File: config.mk
export PLATFORM = sky130hd
export DESIGN_NAME = mul32_seq
export DESIGN_NICKNAME = d
export VERILOG_FILES = /design/src/rtl/mul32_seq.sv
export SDC_FILE = /design/constraint.sdc
export NUM_CORES = 1
export LEC_CHECK = 0
export ABC_CLOCK_PERIOD_IN_PS = 3040
export CORE_MARGIN = 1.5
export CORE_UTILIZATION = 30
export CTS_CLUSTER_DIAMETER = 120
export DETAILED_ROUTE_END_ITERATION = 8
export GPL_TIMING_DRIVEN = 0
export PLACE_DENSITY = 0.67
export SLEW_MARGIN = 15
export SYNTH_ARGS = -nofsm -noshare
export SYNTH_HDL_FRONTEND = slang
export SYNTH_SLANG_ARGS = --single-unit
export TNS_END_PERCENT = 50
File: constraint.sdc
create_clock -name clk -period 3.04 [get_ports clk]
set_input_delay 0.304 -clock clk [delete_from_list [all_inputs] [get_ports clk]]
set_output_delay 0.304 -clock clk [all_outputs]
set_load 0.005 [all_outputs]
File: src/rtl/mul32_seq.sv
// Sequential unsigned shift-add multiplier driving an external ripple adder; one adder pass per cycle.
// start accepted in IDLE or DONE; product and done appear 32 edges later. start during RUN is ignored.
module mul32_seq #(
    parameter int WIDTH = 32
) (
    input  logic                 clk,
    input  logic                 rst_n,
    input  logic                 start,
    input  logic [WIDTH-1:0]     a,
    input  logic [WIDTH-1:0]     b,
    output logic                 busy,
    output logic                 done,
    output logic [2*WIDTH-1:0]   product,
    output logic [WIDTH-1:0]     add_a,
    output logic [WIDTH-1:0]     add_b,
    output logic                 add_c0,
    input  logic [WIDTH:0]       add_s
);

    localparam int CW = $clog2(WIDTH);

    typedef enum logic [1:0] {
        IDLE = 2'd0,
        RUN  = 2'd1,
        DONE = 2'd2
    } state_t;

    state_t          state;
    state_t          state_nxt;
    logic [WIDTH-1:0] mcand;
    logic [WIDTH-1:0] hi;
    logic [WIDTH-1:0] lo;
    logic [CW-1:0]    count;
    logic             load;
    logic             step;
    logic             last;

    // The partial product {hi,lo} shifts right one bit per pass; add_s[32] becomes hi[31].
    assign add_a  = hi;
    assign add_b  = lo[0] ? mcand : '0;
    assign add_c0 = 1'b0;

    always_comb begin
        state_nxt = state;
        busy      = 1'b0;
        done      = 1'b0;
        load      = 1'b0;
        step      = 1'b0;
        last      = 1'b0;
        case (state)
            IDLE: begin
                if (start) begin
                    load      = 1'b1;
                    state_nxt = RUN;
                end
            end
            RUN: begin
                busy = 1'b1;
                step = 1'b1;
                if (count == CW'(WIDTH - 1)) begin
                    last      = 1'b1;
                    state_nxt = DONE;
                end
            end
            DONE: begin
                done = 1'b1;
                if (start) begin
                    load      = 1'b1;
                    state_nxt = RUN;
                end else begin
                    state_nxt = IDLE;
                end
            end
            default: state_nxt = IDLE;
        endcase
    end

    always_ff @(posedge clk or negedge rst_n) begin
        if (!rst_n) begin
            state <= IDLE;
        end else begin
            state <= state_nxt;
        end
    end

    always_ff @(posedge clk or negedge rst_n) begin
        if (!rst_n) begin
            mcand   <= '0;
            hi      <= '0;
            lo      <= '0;
            count   <= '0;
            product <= '0;
        end else begin
            if (load) begin
                mcand <= a;
                lo    <= b;
                hi    <= '0;
                count <= '0;
            end else if (step) begin
                hi    <= add_s[WIDTH:1];
                lo    <= {add_s[0], lo[WIDTH-1:1]};
                count <= count + CW'(1);
            end
            if (last) begin
                product <= {add_s[WIDTH:1], add_s[0], lo[WIDTH-1:1]};
            end
        end
    end

endmodule

-- Word level (Yosys, flattened, before mapping)
Index checks and enable logic that the tools add are counted.
- register bits after elaboration: 167
- input port bits: 100
- output and inout port bits: 131
- word-level logic and storage cells: 33
- $add $sub $neg: 1
- equal/unequal tests: 5
- mux-type cells: 17
- reduce and logical (&&, ||, !) cells: 4
- operator list (kind ; count):
    $mux W32 ; 5
    $mux W5 ; 2
    $mux W1 ; 7
    $pmux W2 S3 ; 1
    $add A5 B1 Y5 const B ; 1
    $eq A5 B5 Y1 const B ; 1
    $mux W2 ; 2
    $ne A2 B2 Y1 const B ; 2
    $eq A2 B1 Y1 const B ; 1
    $eq A2 B2 Y1 const B ; 1
    $logic_not A2 Y1 ; 1
    $reduce_and A2 Y1 ; 1
    $reduce_bool A2 Y1 ; 1
    $reduce_or A2 Y1 ; 1

-- Longest topological paths before layout
Gate-level depths: netlist of the first run.
- depth after elaboration: 4
- depth in mapped cells: 7
- gate-level depth less buffers: 5

-- Worst setup path before layout of the first run
No wires, ideal clock.
- path kind: register to register
- start: register count[0]
- end: register product[0]
- library setup time: 0.125 ns
- arrival time: 1.614 ns
- required time: 2.915 ns
- setup slack: 1.301 ns
- stages on the path, launching flop included: 8
- path buffers: 2
- period minus slack after synthesis: 1.739 ns
- cells stage by stage: dfrtp_1 > ha_1 > and3_1 > ha_1 > nand2_2 > buf_6 > buf_6 > mux2_4
- longest elaborated chain between the ends: 3
- ends and longest elaborated chain (item ; line ; source):
    start: declaration ; 33 ; logic [CW-1:0] count;
    start signal: assignment ; 102 ; count <= count + CW'(1);
    $eq A5 B5 Y1 ; 60 ; if (count == CW'(WIDTH - 1)) begin
    $mux W1 ; 60 ;
    $mux W1 ; 50 ; case (state)
    end signal: assignment ; 105 ; product <= {add_s[WIDTH:1], add_s[0], lo[WIDTH-1:1]};
    end: declaration ; 13 ; output logic [2*WIDTH-1:0] product,
Every way passes these cells.
A chain may end at the register's enable or synchronous reset.

-- Final worst setup path of the first run
- start: register state[1]
- end: output port busy
- longest elaborated chain between the ends: 2
- ends and longest elaborated chain (item ; line ; source):
    start: declaration ; 28 ; state_t state;
    start signal: assignment ; 82 ; state <= state_nxt;
    $eq A2 B1 Y1 ; 50 ;
    $mux W1 ; 50 ;
    end: declaration ; 11 ; output logic busy,
Every way passes these cells.

==> metrics, run 1 <==
status finished clean; worst reg2reg path depth 7; CP max stage cell clkdlybuf4s50_1; initial core utilization 0.305; GR peak layer met2; row count 55; fmax 0.387 GHz; gr ovfl total 0; crit-path cells nand2b_1 > buf_6 > clkinv_2 > clkbuf_1 > clkdlybuf4s50_1; final setup violation count 0; post-layout min period 2.58 ns; post-DP HPWL 13.0 mm; CTS tree yes; Die Y 154 um; pwr dens 958 nW/um2; Sink Count 167; R2R Path Start count[0]; count of final hold-check violations 0; met3 Usage GRT 0.0527; largest net degree at the start of global routing 90; H-tree Lvls 4; Final Cycle Share 0.850; Area Growth Syn to Fin 48.0%; FF-to-FF End product[28]; Synth Flop Type dfrtp_1; Crit Path Class reg2out; total CTS buffers 17; met1 Track Usage GR 0.210; via count 5091; Routed Antenna Nets 0; fraction of layout cells with a size suffix above 1 0.144; #FFs+latches synth 167; syn avg cell area 11.8 um2; Worst EP required 2.74 ns; Synth area leaders dfrtp_1, mux2_4, nand2_1; worst skew pair latency 0.42 ns; Power, Total 9.73 mW; drt drc 0; area share of the largest cell type after synthesis 0.609; Worst Hold Depth 3; CTS root buffer clkbuf_16; syn_nets 681; number of synthesis warnings 0; Initial DRC Count 187; initial antenna violation count 0; Setup crit end kind primary output; Net count, final 931; Final Skew 0.0129 ns; met2 usage 0.256; core area 22500 um2; leakage 4.67 nW; Reg clk slew, reported paths 0.07 ns; vias in the first global route 5341; Total GRT Usage 0.160; clock tree buffer depth 2; Vias/cell 4.52; Pins Over Slew Limit 0; WL/cell 16.3 um; Post-Synthesis Cell Area 6860 um2; Mapped Cells 579; first-pass GRT wire length 29.8 mm; RSZ-0062 raised after global routing no; die width 154 um; Slew HR 0.585; slowest stage delay, CP 0.61 ns; total iterations of the first detailed-routing run 4; largest fanout on the critical path 10; worst-margin pin slew 0.623 ns; Worst Path Arrival 2.28 ns; final WL 18.4 mm; EDFF count, synth 0; hold crit path type in2reg; I/O pins 231; gp weighted congestion 0.770; max-cap check violation count 0; Max VDD drop 0.000457 V; Port Buffers 229; leading area contributor after synthesis dfrtp_1; sequential fraction of the synthesis area 0.609; die area 23800 um2; hold_sp a[26]; Unique masters post-synth 31; register-to-register setup slack 1.11 ns; # diodes 0; fin util 0.451; Hold EP mcand[26]; Worst setup SP type flip-flop; asr flop ratio synth 1.00
## cell type report
type,count,area [um2]
clock inverter,13,158
fill,2075,12400
multi-input combinational,370,2450
sequential,167,4180
clock buffer,19,443
buffer,40,225
inverter,2,8.76
timing repair buffer,231,2330
tap,285,357
## flip-flops by register name (all words and copies together), names as in the netlist
name	flops
count	5
mcand	32
add_a	32
lo	32
state	2
product	64
## critical path, delay by kind of cell, from the launching register on
family / cells / cell delay, ns
buffers and inverters: 4 / 1.32
DFF: 1 / 0.38
and+or+nand+nor: 1 / 0.15
## cell usage in the layout (no fill, tap or decap), types with 3 or more instances in the layout
cell             count
buf_6                7
dfrtp_1            167
clkdlybuf4s50_1    228
nand3_1              3
mux2_4              49
nor2_1              31
mux2_2              15
and2_1              32
buf_2               12
clkbuf_16           17
a31oi_1             29
inv_6                6
nand2_1            157
a22o_1              34
clkbuf_1            18
## cell families after synthesis
family,share of synthesized area
compound gates,0.0744
xor+xnor,0.00128
fa+ha+maj,0.00365
buf+inv,0.0341
flops,0.609
mux,0.133
other cells,0.000547
simple gates,0.143
## worst max path at each step
stage | start | to | slack (ns) | cells past startpoint
after floorplan | count[0] | product[0] | 1.30 | 7
after global placement | rst_n | product[46] | -5.48 | 1
after detailed placement | start | add_a[8] | 0.80 | 6
after CTS | state[1] | busy | 0.43 | 5
after global routing | state[1] | busy | 0.29 | 5
final | state[1] | busy | 0.46 | 5
## cell usage after synthesis (2+ instances only)
master	instances
buf_6	7
a22o_1	34
nor2b_1	2
buf_2	12
a31oi_1	29
buf_4	2
clkbuf_1	17
dfrtp_1	167
nand3_1	3
a22oi_1	2
nor2_1	31
and2_1	32
mux2_4	49
ha_1	2
nand2b_1	2
o21ai_0	2
mux2_2	15
nand2_1	157
buf_1	2
## through the flow
step	area [um2]	hold slack, ns	cells	TNS [ns]	setup WS, ns
floorplan	6860	0.00841	579	0	1.30
global placement	9510	0.451	1093	-912.34	-5.48
detailed placement	9540	0.351	1094	0	0.804
CTS	10200	0.391	1127	0	0.426
global route	10200	0.409	1127	0	0.291
finish	10200	0.409	1127	0	0.455
## timing repair
action,in CTS,in global routing
gates resized for setup,0,0
hold buffers,1,0
buffers inserted,0,0
endpoints found under the setup margin,0,0
hold endpoints to repair,78,0
## per-layer routing
metal / vias up / part of all wire
li1: 2448 / -
met1: 2499 / 0.46
met2: 136 / 0.47
met3: 8 / 0.064
met4: 0 / 0.0087
met5: - / 0
## report_power, final
| part | internal (mW) | leakage (nW) | switching [mW] |
|---|---|---|---|
| logic | 2.31 | 2.34 | 1.30 |
| clock network | 1.26 | 0.298 | 0.966 |
| registers | 3.25 | 2.04 | 0.643 |
| total | 6.82 | 4.67 | 2.91 |
Power figures use the tool's default switching activity.
==> inputs of run 2 (changes only) <==
--- a/config.mk
+++ b/config.mk
@@ -6,7 +6,6 @@
 export NUM_CORES = 1
 export LEC_CHECK = 0
 export ABC_CLOCK_PERIOD_IN_PS = 3040
-export CORE_MARGIN = 1.5
 export CORE_UTILIZATION = 30
 export CTS_CLUSTER_DIAMETER = 120
 export DETAILED_ROUTE_END_ITERATION = 8
==> run 2 against run 1 <==
  * Worst hold slack about the same
  * Utilization increased by 0.72 points
  * Flip-flop and latch count unchanged
  * Register-to-register slack about the same
  * Global-route usage increased by 0.099 points
  * Power decreased by 0.75%
  * Critical path type unchanged
  * Critical endpoint unchanged
  * Largest power group unchanged
==> metrics, run 2 (synthesized netlist as in run 1, its figures left out) <==
status finished clean; worst-margin pin slew 0.692 ns (+0.0695 ns); fraction of layout cells with a size suffix above 1 0.145 (+0.00119); gp weighted congestion 0.753 (-2.2%); commonest cells after routing, fill and taps aside clkdlybuf4s50_1, dfrtp_1, nand2_1, mux2_4, a22o_1; CTS root buffer clkbuf_16; area of the multi-input gates 2450 um2 (unchanged); Clk pwr share 0.223 (-0.006); hold slack 0.409 ns (-0.000102 ns); worst skew pair latency 0.42 ns (about the same); sequential fraction of design power 0.403 (+0.003); Vias/cell 4.58 (+1.4%); met1 Track Usage GR 0.207 (-0.00291); met3 Usage GRT 0.0570 (+0.00431); clock tree buffer depth 2 (unchanged); hold crit path type in2reg; GR peak layer met2; Port Buffers 229 (unchanged); largest register by flop count product; total CTS buffers 17 (unchanged); Combinational Power Share 0.374 (+0.003); Switch Pwr 2.93 mW (+0.58%); Initial DRC Count 245 (+31%); largest net degree at the start of global routing 88 (-2.2%); most common cell after layout, fill and taps aside clkdlybuf4s50_1; Max VDD drop 0.000433 V (-5.2%); leakage 4.65 nW (-0.57%); Worst setup SP type flip-flop; max-cap check violation count 0 (unchanged); count of final hold-check violations 0 (unchanged); Area Growth Syn to Fin 47.6%; Routed Antenna Nets 0 (unchanged); I/O pins 231 (unchanged); initial core utilization 0.310 (+0.00564); pwr dens 954 nW/um2 (-0.49%); H-tree Lvls 4 (unchanged); Post-CTS Hold Buffers 1 (unchanged); Internal Pwr Total 6.73 mW (-1.3%); Power, Total 9.66 mW (-0.75%); number of flip-flops in the largest register 64 (unchanged); Total GRT Usage 0.161 (+0.000991); first-pass GRT wire length 29.4 mm (-1.1%); gr ovfl total 0 (unchanged); Crit Path Class reg2out; met2 usage 0.259 (+0.00320); initial antenna violation count 1 (+1); fmax 0.394 GHz (+1.7%); die area 23500 um2 (-1.3%); Slew HR 0.538 (-0.0463); RSZ-0062 raised after global routing no; CTS-repair resized insts 0 (unchanged); WL/cell 16.5 um (+1.2%); setup bufs post-CTS 0 (unchanged); Final Cycle Share 0.836 (-0.0146); final setup violation count 0 (unchanged); die width 153 um (-0.65%); Worst EP required 2.74 ns (about the same); dpl cells 1089 (-0.46%); core area 22100 um2 (-1.8%); fin util 0.458 (+0.00716); vias in the first global route 5331 (-0.19%); Net count, final 931 (unchanged); post-DP HPWL 13.1 mm (+0.65%); final WL 18.6 mm (+0.79%); Worst Path Arrival 2.24 ns (-0.04 ns); Setup crit end kind primary output; via count 5137 (+0.90%); fill count 2038 (-1.8%); post-layout min period 2.54 ns (-0.0444 ns); Final Non-Filler Cells 1122 (-0.44%); Sink Count 167 (unchanged); total iterations of the first detailed-routing run 4 (unchanged); Die Y 153 um (-0.65%); largest fanout on the critical path 10 (unchanged); row count 54 (-1.8%); Pins Over Slew Limit 0 (unchanged); drt drc 0 (unchanged); Reg clk slew, reported paths 0.07 ns (about the same); Switching Share 0.303 (+0.00402); # diodes 0 (unchanged); CTS tree yes; Final Skew 0.0120 ns (-0.000970 ns); Register Area 4180 um2 (unchanged)
-- run 2: cell count changes in the layout (fill, tap and decap cells not counted), sizes merged --
cell	change
clkinvlp	+5
inv	-3
clkbuf	-1
bufinv	-1
-- run 2: area by class of cell --
type,count,area share
Clock inverter,14,0.0140
Multi-Input combinational cell,370,0.242
Buffer,40,0.0222
Inverter,2,0.000865
Sequential cell,167,0.413
Tap cell,280,0.0346
Timing Repair Buffer,231,0.231
Clock buffer,18,0.0434
-- run 2: power groups by stage --
stage | clock [mW] | combinational (mW) | sequential (mW)
CTS | 2.21 | 3.68 | 3.90
global placement | 0 | 3.61 | 3.89
global route | 2.30 | 3.94 | 4.03
detailed placement | 0 | 3.67 | 3.91
finish | 2.15 | 3.61 | 3.90
floorplan | 0 | 1.57 | 3.82
-- run 2: path summary, 6_finish.rpt --
kind | startpoint | endpoint | slack [ns] | cells after the start
max | state[1] | busy | 0.50 | 5
min | a[4] | mcand[4] | 0.41 | 3
max reg2reg | count[0] | product[27] | 1.10 | 7
min reg2reg | mcand[0] | mcand[0] | 0.47 | 2
max in group asynchronous | rst_n | product[32] | 1.72 | 3
min in group asynchronous | rst_n | product[12] | 0.46 | 2
-- run 2: stage by stage --
step           TNS [ns]  cell area [um2]  worst slack [ns]
2_1_floorplan         0             6860              1.30
3_3_place_gp    -900.13             9500             -5.41
3_5_place_dp          0             9530             0.831
4_1_cts               0            10100             0.464
5_1_grt               0            10100             0.359
6_report              0            10100             0.500
-- run 2: worst max-delay path: stages, from the launching register on --
cell and delay, ns:
dfrtp_1 0.38, nand2b_1 0.15, buf_6 0.15, clkinv_2 0.11
clkbuf_1 0.42, clkdlybuf4s50_1 0.61
-- run 2: metal layers --
metal | share of wire | up-vias
li1 | - | 2441
met1 | 0.45 | 2525
met2 | 0.47 | 153
met3 | 0.070 | 16
met4 | 0.012 | 2
met5 | 0.00092 | -
==> inputs of run 3 (changes only) <==
--- a/config.mk
+++ b/config.mk
@@ -5,7 +5,7 @@
 export SDC_FILE = /design/constraint.sdc
 export NUM_CORES = 1
 export LEC_CHECK = 0
-export ABC_CLOCK_PERIOD_IN_PS = 3040
+export ABC_CLOCK_PERIOD_IN_PS = 2600
 export CORE_UTILIZATION = 30
 export CTS_CLUSTER_DIAMETER = 120
 export DETAILED_ROUTE_END_ITERATION = 8
==> constraint.sdc (replaced) <==
create_clock -name clk -period 2.6 [get_ports clk]
set_input_delay 0.26 -clock clk [delete_from_list [all_inputs] [get_ports clk]]
set_output_delay 0.26 -clock clk [all_outputs]
set_load 0.005 [all_outputs]
==> run 3 against run 2 <==
  * Die area is the same
  * Sequential share of layout area is essentially flat
  * Wire length shrank 0.15%
  * Critical path type unchanged
  * Non-clock buffer count shrank 1
  * Clock power grew 17%
  * Worst hold slack lost 0.043 ns
  * Global-route usage is the same
  * Critical path depth shrank 2
  * Largest cell class unchanged
  * Via count shrank 0.25%
  * Highest routed layer unchanged
==> metrics, run 3 (synthesized netlist as in run 1, its figures left out) <==
crit-path cells clkbuf_1 > and2_1 > clkdlybuf4s50_1; via count 5124 (-0.25%); setup bufs post-CTS 0 (unchanged); Total GRT Usage 0.161 (unchanged); Port Buffers 229 (unchanged); first-pass GRT wire length 29.4 mm (unchanged); Slew HR 0.538 (about the same); slowest stage delay, CP 0.53 ns (-0.08 ns); Final Cycle Share 0.836; row count 54 (unchanged); drt drc 0 (unchanged); Worst EP required 2.34 ns (-0.40 ns); RSZ-0062 raised after global routing no; worst setup slack after placement 0.435 ns (-0.396 ns); Power, Total 11.3 mW (+17%); fill count 2037 (-0.049%); gr ovfl total 0 (unchanged); Vias/cell 4.57 (-0.16%); initial core utilization 0.310 (unchanged); Sink Count 167 (unchanged); post-DP HPWL 13.1 mm (unchanged); TNS Setup 0 ns (unchanged); max-cap check violation count 0 (unchanged); Final Skew 0.0124 ns (+0.000450 ns); I/O pins 231 (unchanged); leakage 4.65 nW (about the same); post-route setup slack 0.426 ns (-0.0734 ns); initial antenna violation count 1 (unchanged); final WL 18.5 mm (-0.15%); Net count, final 930 (-0.11%); hold crit path type in2reg; fmax 0.460 GHz; H-tree Lvls 4 (unchanged); Routed Antenna Nets 0 (unchanged); CP bufs+invs 2 (-2); fraction of layout cells with a size suffix above 1 0.145 (+0.000172); CTS root buffer clkbuf_16; Initial DRC Count 264 (+7.8%); Worst setup SP type flip-flop; CP max stage cell clkdlybuf4s50_1; most common cell after layout, fill and taps aside clkdlybuf4s50_1; # diodes 0 (unchanged); clock tree buffer depth 2 (unchanged); die area 23500 um2 (unchanged); worst skew pair latency 0.42 ns (about the same); total CTS buffers 17 (unchanged); dpl cells 1089 (unchanged); Setup crit end kind primary output; Pins Over Slew Limit 0 (unchanged); Worst Path Arrival 1.91 ns (-0.33 ns); vias in the first global route 5331 (unchanged); pwr dens 1120 nW/um2 (+17%); CTS tree yes; Crit Path Class reg2out; number of flip-flops in the largest register 64 (unchanged); count of final hold-check violations 0 (unchanged); commonest cells after routing, fill and taps aside clkdlybuf4s50_1, dfrtp_1, nand2_1, mux2_4, a22o_1; Max VDD drop 0.000504 V (+16%); largest net degree at the start of global routing 88 (unchanged); gp weighted congestion 0.753 (unchanged); Die Y 153 um (unchanged); post-layout min period 2.17 ns; Top Family by Delay on Critical Path buffers and inverters; largest register by flop count product; worst-margin pin slew 0.692 ns (+0.000135 ns); WL/cell 16.5 um (about the same); Final Non-Filler Cells 1121 (-0.089%); largest fanout on the critical path 10 (unchanged); die width 153 um (unchanged); Area Growth Syn to Fin 47.6% (about the same); total iterations of the first detailed-routing run 4 (unchanged); status finished clean; final setup violation count 0 (unchanged); register-to-register setup slack 0.65 ns (-0.45 ns); Reg clk slew, reported paths 0.07 ns (about the same); core area 22100 um2 (unchanged)
==> run 3: cell count changes in the layout (fill, tap and decap cells not counted), sizes merged <==
cell	change
clkbuf	-1
==> run 3: report_power, final <==
group	total [mW]	switching, mW	internal [mW]	leakage (nW)
clock network	2.52	1.15	1.37	0.271
registers	4.55	0.757	3.80	2.04
logic	4.22	1.52	2.70	2.34
total	11.3	3.42	7.87	4.65
==> run 3: timing repair <==
| action | CTS | global route |
|---|---|---|
| hold buffers | 1 | 0 |
| endpoints found under the setup margin | 0 | 1 |
| resized for setup | 0 | 0 |
| endpoints found under the hold margin | 86 | 0 |
==> run 3: worst paths after layout <==
kind                          start          end  depth (start not counted)
setup / recovery              lo[0]    add_b[26]                          3
min in group asynchronous     rst_n  product[12]                          2
max in group asynchronous     rst_n  product[32]                          3
hold reg to reg            mcand[0]     mcand[0]                          2
hold / removal                 a[4]     mcand[4]                          3
setup reg to reg           count[0]  product[27]                          7
==> run 3: per-stage QoR <==
stage	utilization	hold WS [ns]	cell area, um2
4_1_cts	0.458	0.350	10100
3_5_place_dp	0.432	0.320	9530
3_3_place_gp	0.430	0.450	9500
5_1_grt	0.458	0.352	10100
2_1_floorplan	-	-0.0356	6860
6_report	0.458	0.366	10100
==> run 3: layout make-up <==
type                    instances  area [um2]  area share
multi-input cells             370        2450       0.242
clock buffers                  18         439      0.0434
flip-flops and latches        167        4180       0.413
clock inverters                14         141      0.0140
well taps                     280         350      0.0346
repair buffers                231        2330       0.231
plain buffers                  39         221      0.0219
inverters                       2        8.76    0.000865
==> run 3: worst reg2reg max path, delay by kind of cell (launching register included) <==
kind,cells,cell delay [ns]
AND/OR/NAND/NOR,2,0.26
adder cells (fa/ha/maj),2,0.44
multiplexers,1,0.32
flip-flops,1,0.42
buffers and inverters,2,0.39
==> run 3: routing by layer <==
metal  vias up  share of wire  GRT usage
li1       2438              -          -
met1      2511           0.45      0.207
met2       157           0.47      0.259
met3        16          0.069     0.0570
met4         2          0.012     0.0370
met5         -        0.00092          0
